File: config.mk
export PLATFORM = sky130hd
export DESIGN_NAME = apb_req_arbiter_flat
export DESIGN_NICKNAME = d
export VERILOG_FILES = /design/src/rtl/apb_req_arbiter_if.sv /design/src/rtl/apb_req_arbiter.sv /design/src/flat_wrapper.sv
export SDC_FILE = /design/constraint.sdc
export NUM_CORES = 1
export LEC_CHECK = 0
export BUFFER_PORTS_ARGS = -buffer_cell sky130_fd_sc_hd__buf_2
export CORE_MARGIN = 5
export CORE_UTILIZATION = 44
export DETAILED_ROUTE_END_ITERATION = 12
export PLACE_DENSITY = 0.79
export SYNTH_ARGS = -nofsm -noshare
export SYNTH_HDL_FRONTEND = slang
export SYNTH_SLANG_ARGS = --single-unit
File: constraint.sdc
create_clock -name PCLK -period 2.55 [get_ports PCLK]
set_clock_uncertainty 0.2 [all_clocks]
set_input_delay 0.51 -clock PCLK [delete_from_list [all_inputs] [get_ports PCLK]]
set_output_delay 0.51 -clock PCLK [all_outputs]
set_load 0.05 [all_outputs]
File: src/rtl/apb_req_arbiter_if.sv
`default_nettype none
// ============================================================================
//  Module   : apb_req_arbiter_if
//  Brief    : Bundles the requester-side handshake and the APB master command
//             port shared through apb_req_arbiter.
//  Revision : 1.0 - initial release
// ============================================================================
interface apb_req_arbiter_if #(
  parameter int NUM_REQ    = 4,
  parameter int ADDR_WIDTH = 8,
  parameter int DATA_WIDTH = 8
);

  // Requester side (packed per requester)
  logic [NUM_REQ-1:0]            req_valid;
  logic [NUM_REQ-1:0]            req_ready;
  logic [NUM_REQ-1:0]            req_write;
  logic [NUM_REQ*ADDR_WIDTH-1:0] req_addr;
  logic [NUM_REQ*DATA_WIDTH-1:0] req_wdata;
  logic [NUM_REQ-1:0]            rsp_valid;
  logic [DATA_WIDTH-1:0]         rsp_rdata;
  logic                          rsp_err;

  // APB master command port
  logic                          transfer;
  logic                          READ_WRITE;
  logic [ADDR_WIDTH-1:0]         apb_write_paddr;
  logic [ADDR_WIDTH-1:0]         apb_read_paddr;
  logic [DATA_WIDTH-1:0]         apb_write_data;
  logic [DATA_WIDTH-1:0]         apb_read_data_out;
  logic                          PSLVERR;
  logic                          xfer_done;

  // The arbiter masters the command port towards the APB master.
  modport master (
    input  req_valid, req_write, req_addr, req_wdata,
    input  apb_read_data_out, PSLVERR, xfer_done,
    output req_ready, rsp_valid, rsp_rdata, rsp_err,
    output transfer, READ_WRITE, apb_write_paddr, apb_read_paddr, apb_write_data
  );

  // Environment view: requesters plus the APB master that executes commands.
  modport slave (
    output req_valid, req_write, req_addr, req_wdata,
    output apb_read_data_out, PSLVERR, xfer_done,
    input  req_ready, rsp_valid, rsp_rdata, rsp_err,
    input  transfer, READ_WRITE, apb_write_paddr, apb_read_paddr, apb_write_data
  );

endinterface : apb_req_arbiter_if
`default_nettype wire

File: src/rtl/apb_req_arbiter.sv
`default_nettype none
// ============================================================================
//  Module   : apb_req_arbiter
//  Brief    : Round-robin arbiter sharing one APB master command port between
//             NUM_REQ requesters, one transaction in flight at a time.
//             Optional BUSY watchdog enabled by defining APB_ARB_TIMEOUT_EN.
//  Revision : 1.0 - initial release
// ============================================================================
module apb_req_arbiter #(
  parameter int NUM_REQ        = 4,
  parameter int ADDR_WIDTH     = 8,
  parameter int DATA_WIDTH     = 8,
  parameter int TIMEOUT_CYCLES = 16
) (
  input  logic              PCLK,
  input  logic              PRESET,
  apb_req_arbiter_if.master bus
);

  localparam int IDX_W = $clog2(NUM_REQ);

  // Reject unsupported configurations at elaboration time.
  if (NUM_REQ < 2 || NUM_REQ > 8 || TIMEOUT_CYCLES < 1) begin : g_param_check
    $error("apb_req_arbiter: parameter out of range");
  end

  typedef enum logic [1:0] {
    IDLE = 2'd0,
    BUSY = 2'd1,
    RESP = 2'd2
  } state_t;

  state_t                r_state;
  logic [IDX_W-1:0]      r_last_grant;
  logic [IDX_W-1:0]      r_grant;

  logic                  w_found;
  logic [IDX_W-1:0]      w_gidx;
  logic [IDX_W-1:0]      w_cand;
  logic [NUM_REQ-1:0]    w_ready_vec;
  logic [NUM_REQ-1:0]    w_grant_vec;
  logic                  w_sel_write;
  logic [ADDR_WIDTH-1:0] w_sel_addr;
  logic [DATA_WIDTH-1:0] w_sel_wdata;
  logic                  w_tmo_hit;
  logic                  w_finish;

  logic [ADDR_WIDTH-1:0] w_addr_arr  [NUM_REQ];
  logic [DATA_WIDTH-1:0] w_wdata_arr [NUM_REQ];

  // Unpack the flat requester buses so the winner can be selected by index.
  for (genvar gi = 0; gi < NUM_REQ; gi++) begin : g_unpack
    assign w_addr_arr[gi]  = bus.req_addr[gi*ADDR_WIDTH +: ADDR_WIDTH];
    assign w_wdata_arr[gi] = bus.req_wdata[gi*DATA_WIDTH +: DATA_WIDTH];
  end

  // Round-robin search: first valid requester after the last one served.
  always_comb begin
    w_found = 1'b0;
    w_gidx  = '0;
    w_cand  = '0;
    for (int off = 1; off <= NUM_REQ; off++) begin
      w_cand = IDX_W'((32'(r_last_grant) + 32'(off)) % 32'(NUM_REQ));
      if (!w_found && bus.req_valid[w_cand]) begin
        w_found = 1'b1;
        w_gidx  = w_cand;
      end
    end
  end

  assign w_sel_write = bus.req_write[w_gidx];
  assign w_sel_addr  = w_addr_arr[w_gidx];
  assign w_sel_wdata = w_wdata_arr[w_gidx];

  // Accept strobe exists only while idle, and only for the winner.
  assign w_ready_vec   = NUM_REQ'(1) << w_gidx;
  assign bus.req_ready = (r_state == IDLE && w_found) ? w_ready_vec : '0;

  assign w_grant_vec = NUM_REQ'(1) << r_grant;

`ifdef APB_ARB_TIMEOUT_EN
  localparam int TMO_W = $clog2(TIMEOUT_CYCLES + 1);

  logic [TMO_W-1:0] r_tmo_cnt;

  // Watchdog: counts BUSY cycles; expiry is the last BUSY cycle allowed.
  always_ff @(posedge PCLK) begin
    if (PRESET || r_state != BUSY) begin
      r_tmo_cnt <= '0;
    end else begin
      r_tmo_cnt <= r_tmo_cnt + 1'b1;
    end
  end

  assign w_tmo_hit = (r_state == BUSY) && (r_tmo_cnt == TMO_W'(TIMEOUT_CYCLES - 1));
`else
  assign w_tmo_hit = 1'b0;
`endif

  // Normal completion wins over a simultaneous watchdog expiry.
  assign w_finish = bus.xfer_done || w_tmo_hit;

  // Arbitration FSM with registered command and response outputs.
  always_ff @(posedge PCLK) begin
    if (PRESET) begin
      r_state             <= IDLE;
      r_last_grant        <= IDX_W'(NUM_REQ - 1);
      r_grant             <= '0;
      bus.transfer        <= 1'b0;
      bus.READ_WRITE      <= 1'b0;
      bus.apb_write_paddr <= '0;
      bus.apb_read_paddr  <= '0;
      bus.apb_write_data  <= '0;
      bus.rsp_valid       <= '0;
      bus.rsp_rdata       <= '0;
      bus.rsp_err         <= 1'b0;
    end else begin
      case (r_state)
        IDLE: begin
          if (w_found) begin
            r_grant        <= w_gidx;
            bus.transfer   <= 1'b1;
            bus.READ_WRITE <= w_sel_write;
            if (w_sel_write) begin
              bus.apb_write_paddr <= w_sel_addr;
              bus.apb_write_data  <= w_sel_wdata;
              bus.apb_read_paddr  <= '0;
            end else begin
              bus.apb_write_paddr <= '0;
              bus.apb_write_data  <= '0;
              bus.apb_read_paddr  <= w_sel_addr;
            end
            r_state <= BUSY;
          end
        end

        BUSY: begin
          if (w_finish) begin
            bus.transfer        <= 1'b0;
            bus.READ_WRITE      <= 1'b0;
            bus.apb_write_paddr <= '0;
            bus.apb_read_paddr  <= '0;
            bus.apb_write_data  <= '0;
            bus.rsp_valid       <= w_grant_vec;
            // Timeout completes as an error with no data.
            bus.rsp_err         <= bus.xfer_done ? bus.PSLVERR : 1'b1;
            bus.rsp_rdata       <= (bus.xfer_done && !bus.READ_WRITE) ?
                                   bus.apb_read_data_out : '0;
            r_state             <= RESP;
          end
        end

        RESP: begin
          bus.rsp_valid <= '0;
          r_last_grant  <= r_grant;
          r_state       <= IDLE;
        end

        default: begin
          r_state <= IDLE;
        end
      endcase
    end
  end

endmodule : apb_req_arbiter
`default_nettype wire

File: src/flat_wrapper.sv
// flat-port wrapper written by rule: the top's interface ports become plain ports
module apb_req_arbiter_flat 
#(
  parameter int NUM_REQ        = 4,
  parameter int ADDR_WIDTH     = 8,
  parameter int DATA_WIDTH     = 8,
  parameter int TIMEOUT_CYCLES = 16
)
  (PCLK, PRESET, bus_req_valid, bus_req_write, bus_req_addr, bus_req_wdata, bus_apb_read_data_out, bus_PSLVERR, bus_xfer_done, bus_req_ready, bus_rsp_valid, bus_rsp_rdata, bus_rsp_err, bus_transfer, bus_READ_WRITE, bus_apb_write_paddr, bus_apb_read_paddr, bus_apb_write_data);
  apb_req_arbiter_if #(.NUM_REQ(NUM_REQ), .ADDR_WIDTH(ADDR_WIDTH), .DATA_WIDTH(DATA_WIDTH)) bus_i ();
  input  logic PCLK;
  input  logic PRESET;
  input wire logic [$bits(bus_i.req_valid)-1:0] bus_req_valid;
  input wire logic [$bits(bus_i.req_write)-1:0] bus_req_write;
  input wire logic [$bits(bus_i.req_addr)-1:0] bus_req_addr;
  input wire logic [$bits(bus_i.req_wdata)-1:0] bus_req_wdata;
  input wire logic [$bits(bus_i.apb_read_data_out)-1:0] bus_apb_read_data_out;
  input wire logic [$bits(bus_i.PSLVERR)-1:0] bus_PSLVERR;
  input wire logic [$bits(bus_i.xfer_done)-1:0] bus_xfer_done;
  output wire logic [$bits(bus_i.req_ready)-1:0] bus_req_ready;
  output wire logic [$bits(bus_i.rsp_valid)-1:0] bus_rsp_valid;
  output wire logic [$bits(bus_i.rsp_rdata)-1:0] bus_rsp_rdata;
  output wire logic [$bits(bus_i.rsp_err)-1:0] bus_rsp_err;
  output wire logic [$bits(bus_i.transfer)-1:0] bus_transfer;
  output wire logic [$bits(bus_i.READ_WRITE)-1:0] bus_READ_WRITE;
  output wire logic [$bits(bus_i.apb_write_paddr)-1:0] bus_apb_write_paddr;
  output wire logic [$bits(bus_i.apb_read_paddr)-1:0] bus_apb_read_paddr;
  output wire logic [$bits(bus_i.apb_write_data)-1:0] bus_apb_write_data;
  assign bus_i.req_valid = bus_req_valid;
  assign bus_i.req_write = bus_req_write;
  assign bus_i.req_addr = bus_req_addr;
  assign bus_i.req_wdata = bus_req_wdata;
  assign bus_i.apb_read_data_out = bus_apb_read_data_out;
  assign bus_i.PSLVERR = bus_PSLVERR;
  assign bus_i.xfer_done = bus_xfer_done;
  assign bus_req_ready = bus_i.req_ready;
  assign bus_rsp_valid = bus_i.rsp_valid;
  assign bus_rsp_rdata = bus_i.rsp_rdata;
  assign bus_rsp_err = bus_i.rsp_err;
  assign bus_transfer = bus_i.transfer;
  assign bus_READ_WRITE = bus_i.READ_WRITE;
  assign bus_apb_write_paddr = bus_i.apb_write_paddr;
  assign bus_apb_read_paddr = bus_i.apb_read_paddr;
  assign bus_apb_write_data = bus_i.apb_write_data;
  apb_req_arbiter #(.NUM_REQ(NUM_REQ), .ADDR_WIDTH(ADDR_WIDTH), .DATA_WIDTH(DATA_WIDTH), .TIMEOUT_CYCLES(TIMEOUT_CYCLES)) u_core (.PCLK(PCLK), .PRESET(PRESET), .bus(bus_i));
endmodule
==> results of run 1 <==
==> state kept, by name, summed over array words and instances, names as in the netlist <==
register	count
u_core.bus.apb_read_paddr	8
u_core.bus.apb_write_data	8
u_core.bus.apb_write_paddr	8
u_core.bus.rsp_rdata	8
u_core.bus.rsp_valid	4
u_core.r_grant	2
u_core.r_last_grant	2
u_core.r_state	2
u_core.bus.READ_WRITE	1
u_core.bus.rsp_err	1
u_core.bus.transfer	1
==> metal layers <==
metal / routed length (µm) / part of all wire / global-route usage / up-vias
met3: 567 / 0.096 / 0.05857 / 6
li1: - / - / - / 1126
met2: 2929 / 0.50 / 0.3157 / 79
met4: 53 / 0.0090 / 0.04817 / 0
met5: 0 / 0 / 0 / -
met1: 2350 / 0.40 / 0.1786 / 1013
==> what timing repair did <==
item	4_1_cts	5_1_grt
gates resized for setup	2	5
pin swaps	1	1
hold buffers	0	0
buffers inserted	0	1
setup endpoints to repair	3	3
==> logic make-up after synthesis <==
| group | share of synthesized area |
|---|---|
| multiplexers | 0.2280 |
| flip-flops | 0.3917 |
| buffers and inverters | 0.04952 |
| AO/OA/AOI/OAI | 0.1605 |
| AND/OR/NAND/NOR | 0.1703 |
==> synth_stat cells, drive strengths merged <==
library cell / n / area (µm²)
a2111oi: 1 / 8.760
a211o: 2 / 17.52
a21boi: 1 / 7.510
a21o: 1 / 7.510
a21oi: 12 / 60.06
a22o: 8 / 70.07
a31oi: 4 / 25.02
a32o: 1 / 10.01
a32oi: 1 / 8.760
and3b: 2 / 17.52
buf: 6 / 68.82
clkbuf: 10 / 37.54
dfxtp: 45 / 900.9
inv: 2 / 7.510
mux2: 8 / 90.09
mux2i: 43 / 434.2
nand2: 22 / 85.09
nand2b: 4 / 25.02
nand3: 5 / 25.02
nand3b: 3 / 22.52
nor2: 24 / 106.4
nor2b: 1 / 6.260
nor3: 2 / 21.27
nor3b: 9 / 67.56
nor4: 1 / 6.260
nor4b: 1 / 8.760
o21a: 1 / 7.510
o21ai: 20 / 111.4
o21ba: 1 / 10.01
o21bai: 1 / 7.510
o31a: 2 / 17.52
==> report_power, final <==
part / internal, mW / leakage, nW / switching [mW] / total [mW]
logic: 0.228 / 1.13 / 0.391 / 0.619
clock network: 0.180 / 0.0399 / 0.214 / 0.394
registers: 0.755 / 0.367 / 0.0336 / 0.789
total: 1.16 / 1.54 / 0.638 / 1.80
==> how the worst max path moves through the flow <==
| stage | start | slack (ns) | cells past startpoint | end |
|---|---|---|---|---|
| after detailed placement | bus_req_valid[3] | 0.15 | 6 | bus_req_ready[1] |
| after global placement | bus_req_valid[0] | 0.19 | 6 | bus_req_ready[0] |
| after floorplan | bus_req_valid[0] | -0.05 | 4 | bus_req_ready[2] |
| after CTS | u_core.r_last_grant[1]$_SDFFE_PP1P_ | 0.03 | 5 | bus_req_ready[1] |
| final | u_core.r_last_grant[1]$_SDFFE_PP1P_ | 0.09 | 5 | bus_req_ready[0] |
| after global routing | u_core.r_last_grant[1]$_SDFFE_PP1P_ | 0.006 | 5 | bus_req_ready[1] |
==> critical path, cell delays in order, from the launching register on <==
cell and delay (ns):
dfxtp_4 0.40, mux2i_4 0.28, o21ai_4 0.13, buf_4 0.16, nor4_4 0.25, buf_4 0.24
==> layout make-up <==
| class | count | area (µm²) | area share |
|---|---|---|---|
| clock inverter | 1 | 5.005 | 0.001612 |
| clock buffer | 5 | 68.82 | 0.02216 |
| sequential | 45 | 905.9 | 0.2917 |
| timing repair buffer | 133 | 700.7 | 0.2256 |
| multi-input combinational | 181 | 1330 | 0.4283 |
| inverter | 2 | 7.507 | 0.002417 |
| tap | 70 | 87.58 | 0.02820 |
==> through the flow <==
stage                       util  TNS (ns)  setup slack (ns)  cells
final                     0.6080         0           0.08665    437
after global routing      0.6080         0          0.005840    437
after CTS                 0.6036         0           0.02979    436
after detailed placement  0.5884         0            0.1531    430
after global placement    0.5884         0            0.1886    430
after floorplan                -  -0.05254          -0.05254    244
==> parameters.txt, run 1 <==
Parameter                              Value

Layout
  Most common cell after layout, fill and taps aside ... buf_2
  # nets final ... 452
  Ratio of cells with drive above 1 in the final layout ... 0.4305
  Filler Cell Count ... about 450
  Final Instance Area ... 3105 µm²
  Total inserted antenna cells ... 0
  Top library cells by usage in the layout, fill and taps aside ... buf_2 (124), dfxtp_1 (43), mux2i_1 (42)
  Relative area change from synthesis to final layout ... 35.04%

STA
  Final-report max-slew violation count ... 0
  Worst slew margin relative to its limit ... 0.7005
  Final hold slack ... roughly 0.23 ns
  Worst Tran Pin Value ... 0.4492 ns
  Final setup vio count ... 0
  Number of hold-slack violations in the final timing report ... 0
  Highest clock rate ... 406.0 MHz
  Minimum clock period ... 2.463 ns
  RSZ-0062 raised after global routing ... no
  Fin crit share ... 0.9660

Drt
  Final wirelength ... 5.900 mm
  Number of violations reported at the end of detailed-routing iteration 0 ... 73
  First-pass iteration count of the detailed router ... 4
  Post-detailed-route via-to-cell ratio ... 5.089
  WL/cell ... 13.50 µm
  Post-route antenna net violation count ... 0
  DRC violations left ... 0
  Total number of vias ... 2,224

Clock tree
  Source-to-sink clock delay at the later pin of the worst-skew pair ... between 0.2 and 0.3 ns
  Total clock buffers created by CTS ... 5
  Cell at the root of the clock tree ... clkbuf_8
  Deepest level of the CTS H-tree ... 2
  Clock-pin slew on the worst setup and hold paths ... 0.08 ns
  Max Root-Sink Buffers ... 2
  TritonCTS clock tree ... done
  Clk sink count ... 45

Power
  Leakage power summed over all cells ... 1.538 nW
  Pwr per Cell Area ... 580.3 nW/µm²
  Total design power ... 1.802 mW
  Worst-case vdd ir drop ... just under 0.0004 V

Die
  Floorplan die width ... 82.30 µm
  Initial cell density of the core ... 0.4503
  Number of rows created at floorplan ... 26
  Die height ... 82.30 µm
  Io pins ... 127
  Core region area ... 5107 µm²
  Die Footprint ... 6772 µm²

Status
  Run status ... complete, no violations

Synthesis
  Flop and latch count out of synthesis ... 45
  Cell area after synthesis ... 2300 µm²
  Post-synthesis cell count ... 244
  Share of the yosys chip area belonging to registers ... 0.3917
  Number of synthesis warnings ... 0
  Post-synthesis average cell area ... 9.425 µm²
  Syn nets ... 328
  Distinct cells, synth ... 40

Worst setup path
  Endpoint class of the critical path ... output pin
  Launching point of the worst reg2reg path ... u_core.r_last_grant[1]$_SDFFE_PP1P_
  Crit-path max FO ... 8
  Critical path type ... flop to output pin
  Required time of the worst setup path ... 1.84 ns
  Cell count of the worst reg-to-reg path ... 6
  Type of element launching the critical path ... flop
  Crit path arrival time ... between 1.5 and 2 ns
  Reg2Reg Setup Slack ... 0.46 ns
  Capturing point of the worst reg2reg path ... u_core.bus.apb_write_data[1]$_SDFFE_PP0P_

Min path
  Path type of the worst min-delay path ... input pin to flop
  Hold_sp ... bus_xfer_done
  Terminating pin of the worst hold path ... u_core.r_state[0]$_SDFFE_PP0P_
  Number of instances on the worst hold path ... 2

Run
  Max-capacitance violation count ... 0

Placement
  GP Congestion ... 0.7518
  Total half-perimeter wirelength after legalization and detailed placement ... around 4.6 mm
  PortBufs ... 126
  Placed instance area ... about 3000 µm²

Global routing
  Combined global-route utilization of all metal layers ... 0.1696
  Pin count of the biggest net entering global routing ... 33
  Final global-route overflow total ... 0
  Via count of the first global-routing pass ... about 2,100
  First-pass GRT wire length ... 8.921 mm
  Antenna violations before repair ... 0
No activity file was read; power rests on OpenSTA's default activity.
==> run 2, diff against run 1 <==
==> constraint.sdc (replaced) <==
create_clock -name PCLK -period 2.55 [get_ports PCLK]
set_clock_uncertainty 0.2 [all_clocks]
set_input_delay 0.51 -clock PCLK [delete_from_list [all_inputs] [get_ports PCLK]]
set_output_delay 0.51 -clock PCLK [all_outputs]
set_load 0.02 [all_outputs]
==> run 2 against run 1 <==
Sequential share of layout area fell by 0.074 points. Clock power rose by 39%. Fmax rose by 3.3%. Count of clock-buffer cells in the layout rose by 2. Non-clock buffer count fell by 2. Largest cell class unchanged.
==> parameters.txt, run 2 (same netlist as run 1, synthesis figures left out) <==
Parameter                              Value

Clock tree
  Source-to-sink clock delay at the later pin of the worst-skew pair ... between 0.2 and 0.3 ns
  Clk sink count ... 45
  Deepest level of the CTS H-tree ... 2
  TritonCTS clock tree ... done
  Total clock buffers created by CTS ... 5
  Post-CTS Hold Buffers ... 0
  Clock-pin slew on the worst setup and hold paths ... 0.08 ns
  Max Root-Sink Buffers ... 2
  Post-CTS Setup Repair Bufs ... 0
  Cell at the root of the clock tree ... clkbuf_8

Layout
  # nets final ... 450
  Filler Cell Count ... 456
  Ratio of cells with drive above 1 in the final layout ... 0.4223
  Top library cells by usage in the layout, fill and taps aside ... buf_2 (126), dfxtp_1 (44), mux2i_1 (42)
  Relative area change from synthesis to final layout ... 34.82%
  Total inserted antenna cells ... 0
  Footprint of the multi-input gates ... 1306 µm²
  Count of placed standard cells in the final layout, fillers left out ... 437
  Footprint of the flip-flops and latches ... between 900 and 1000 µm²
  Most common cell after layout, fill and taps aside ... buf_2

Placement
  PortBufs ... ~130
  Pre-CTS WS ... 0.1640 ns
  Total half-perimeter wirelength after legalization and detailed placement ... 4.682 mm
  GP Congestion ... 0.8654
  Cell total after placement ... 429

Global routing
  First-pass GRT wire length ... roughly 9.4 mm
  Via count of the first global-routing pass ... 2,196
  Final global-route overflow total ... 0
  Combined global-route utilization of all metal layers ... 0.1776
  Pin count of the biggest net entering global routing ... 33
  Antenna violations before repair ... 0

Min path
  Hold_sp ... bus_xfer_done
  Path type of the worst min-delay path ... input pin to flop

STA
  Total Negative Setup Slacks ... 0 ns
  RSZ-0062 raised after global routing ... no
  Worst slew margin relative to its limit ... 0.7593
  Final setup vio count ... 0
  Highest clock rate ... 419.4 MHz
  Worst Tran Pin Value ... 0.3606 ns
  Number of hold-slack violations in the final timing report ... 0
  Fin crit share ... 0.9351
  Minimum clock period ... around 2.4 ns
  Final hold slack ... approximately 0.22 ns
  Final-report max-slew violation count ... 0
  Slack of the critical path ... around 0.17 ns

Power
  Leakage power summed over all cells ... 1.539 nW
  Pwr per Cell Area ... about 590 nW/µm²
  Worst-case vdd ir drop ... 0.0004425 V

Worst setup path
  Reg2Reg Setup Slack ... 0.48 ns
  Endpoint class of the critical path ... output pin
  Required time of the worst setup path ... 1.84 ns
  Launch point of the critical path ... u_core.r_last_grant[0]$_SDFFE_PP1P_
  Crit-path max FO ... 10
  Type of element launching the critical path ... flop
  Crit path arrival time ... 1.67 ns
  Critical path type ... flop to output pin
  Launching point of the worst reg2reg path ... u_core.r_last_grant[1]$_SDFFE_PP1P_

Drt
  Post-route antenna net violation count ... 0
  First-pass iteration count of the detailed router ... 4
  Final wirelength ... 6.064 mm
  Post-detailed-route via-to-cell ratio ... roughly 5.1
  WL/cell ... around 14 µm
  DRC violations left ... 0
  Number of violations reported at the end of detailed-routing iteration 0 ... 36
  Total number of vias ... about 2,200

Status
  Run status ... complete, no violations

Die
  Die height ... about 82 µm
  Core region area ... 5107 µm²
  Floorplan die width ... 82.30 µm
  Initial cell density of the core ... 0.4503
  Die Footprint ... 6772 µm²
  Number of rows created at floorplan ... 26
  Io pins ... 127

Run
  Max-capacitance violation count ... 0
-- run 2: power breakdown --
| part | switching [mW] | total (mW) | internal [mW] | leakage (nW) |
|---|---|---|---|---|
| Sequential | 0.0354 | 0.791 | 0.755 | 0.367 |
| Combinational | 0.267 | 0.485 | 0.218 | 1.11 |
| Clock | 0.227 | 0.547 | 0.319 | 0.0585 |
-- run 2: stage by stage --
stage,cell area (µm²),util,total power [mW]
after global routing,3100,0.6071,1.918
after detailed placement,2974,0.5823,1.294
after CTS,3099,0.6068,1.842
after floorplan,2306,-,1.133
final,3100,0.6071,1.822
after global placement,2974,0.5823,1.282
-- run 2: worst paths after layout --
kind,to,cells past startpoint
max,bus_req_ready[2],4
min,u_core.r_state[0]$_SDFFE_PP0P_,2
max reg2reg,u_core.bus.apb_write_paddr[2]$_SDFFE_PP0P_,7
min reg2reg,u_core.bus.apb_write_paddr[6]$_SDFFE_PP0P_,2
-- run 2: layout make-up --
type                       instances  area share
sequential                        45      0.2910
tap                               70     0.02825
multi-input combinational        181      0.4213
inverter                           2    0.002421
clock buffer                       7     0.02785
clock inverter                     1    0.009685
timing repair buffer             131      0.2195
-- run 2: per-layer routing --
| layer | global-route usage | part of all wire |
|---|---|---|
| met1 | 0.1826 | 0.39 |
| met2 | 0.3277 | 0.49 |
| met3 | 0.05748 | 0.10 |
| met4 | 0.07309 | 0.021 |
| met5 | 0 | 0 |
-- run 2: worst max-delay path: stages, from the launching register on --
cell and delay [ns]:
dfxtp_1 0.47, nand2b_1 0.14, a31oi_4 0.33, nor4b_2 0.24, buf_2 0.20
-- run 2: repair_timing --
action	in CTS	in global routing
setup endpoints to repair	1	2
hold endpoints to repair	0	0
resized for setup	1	1
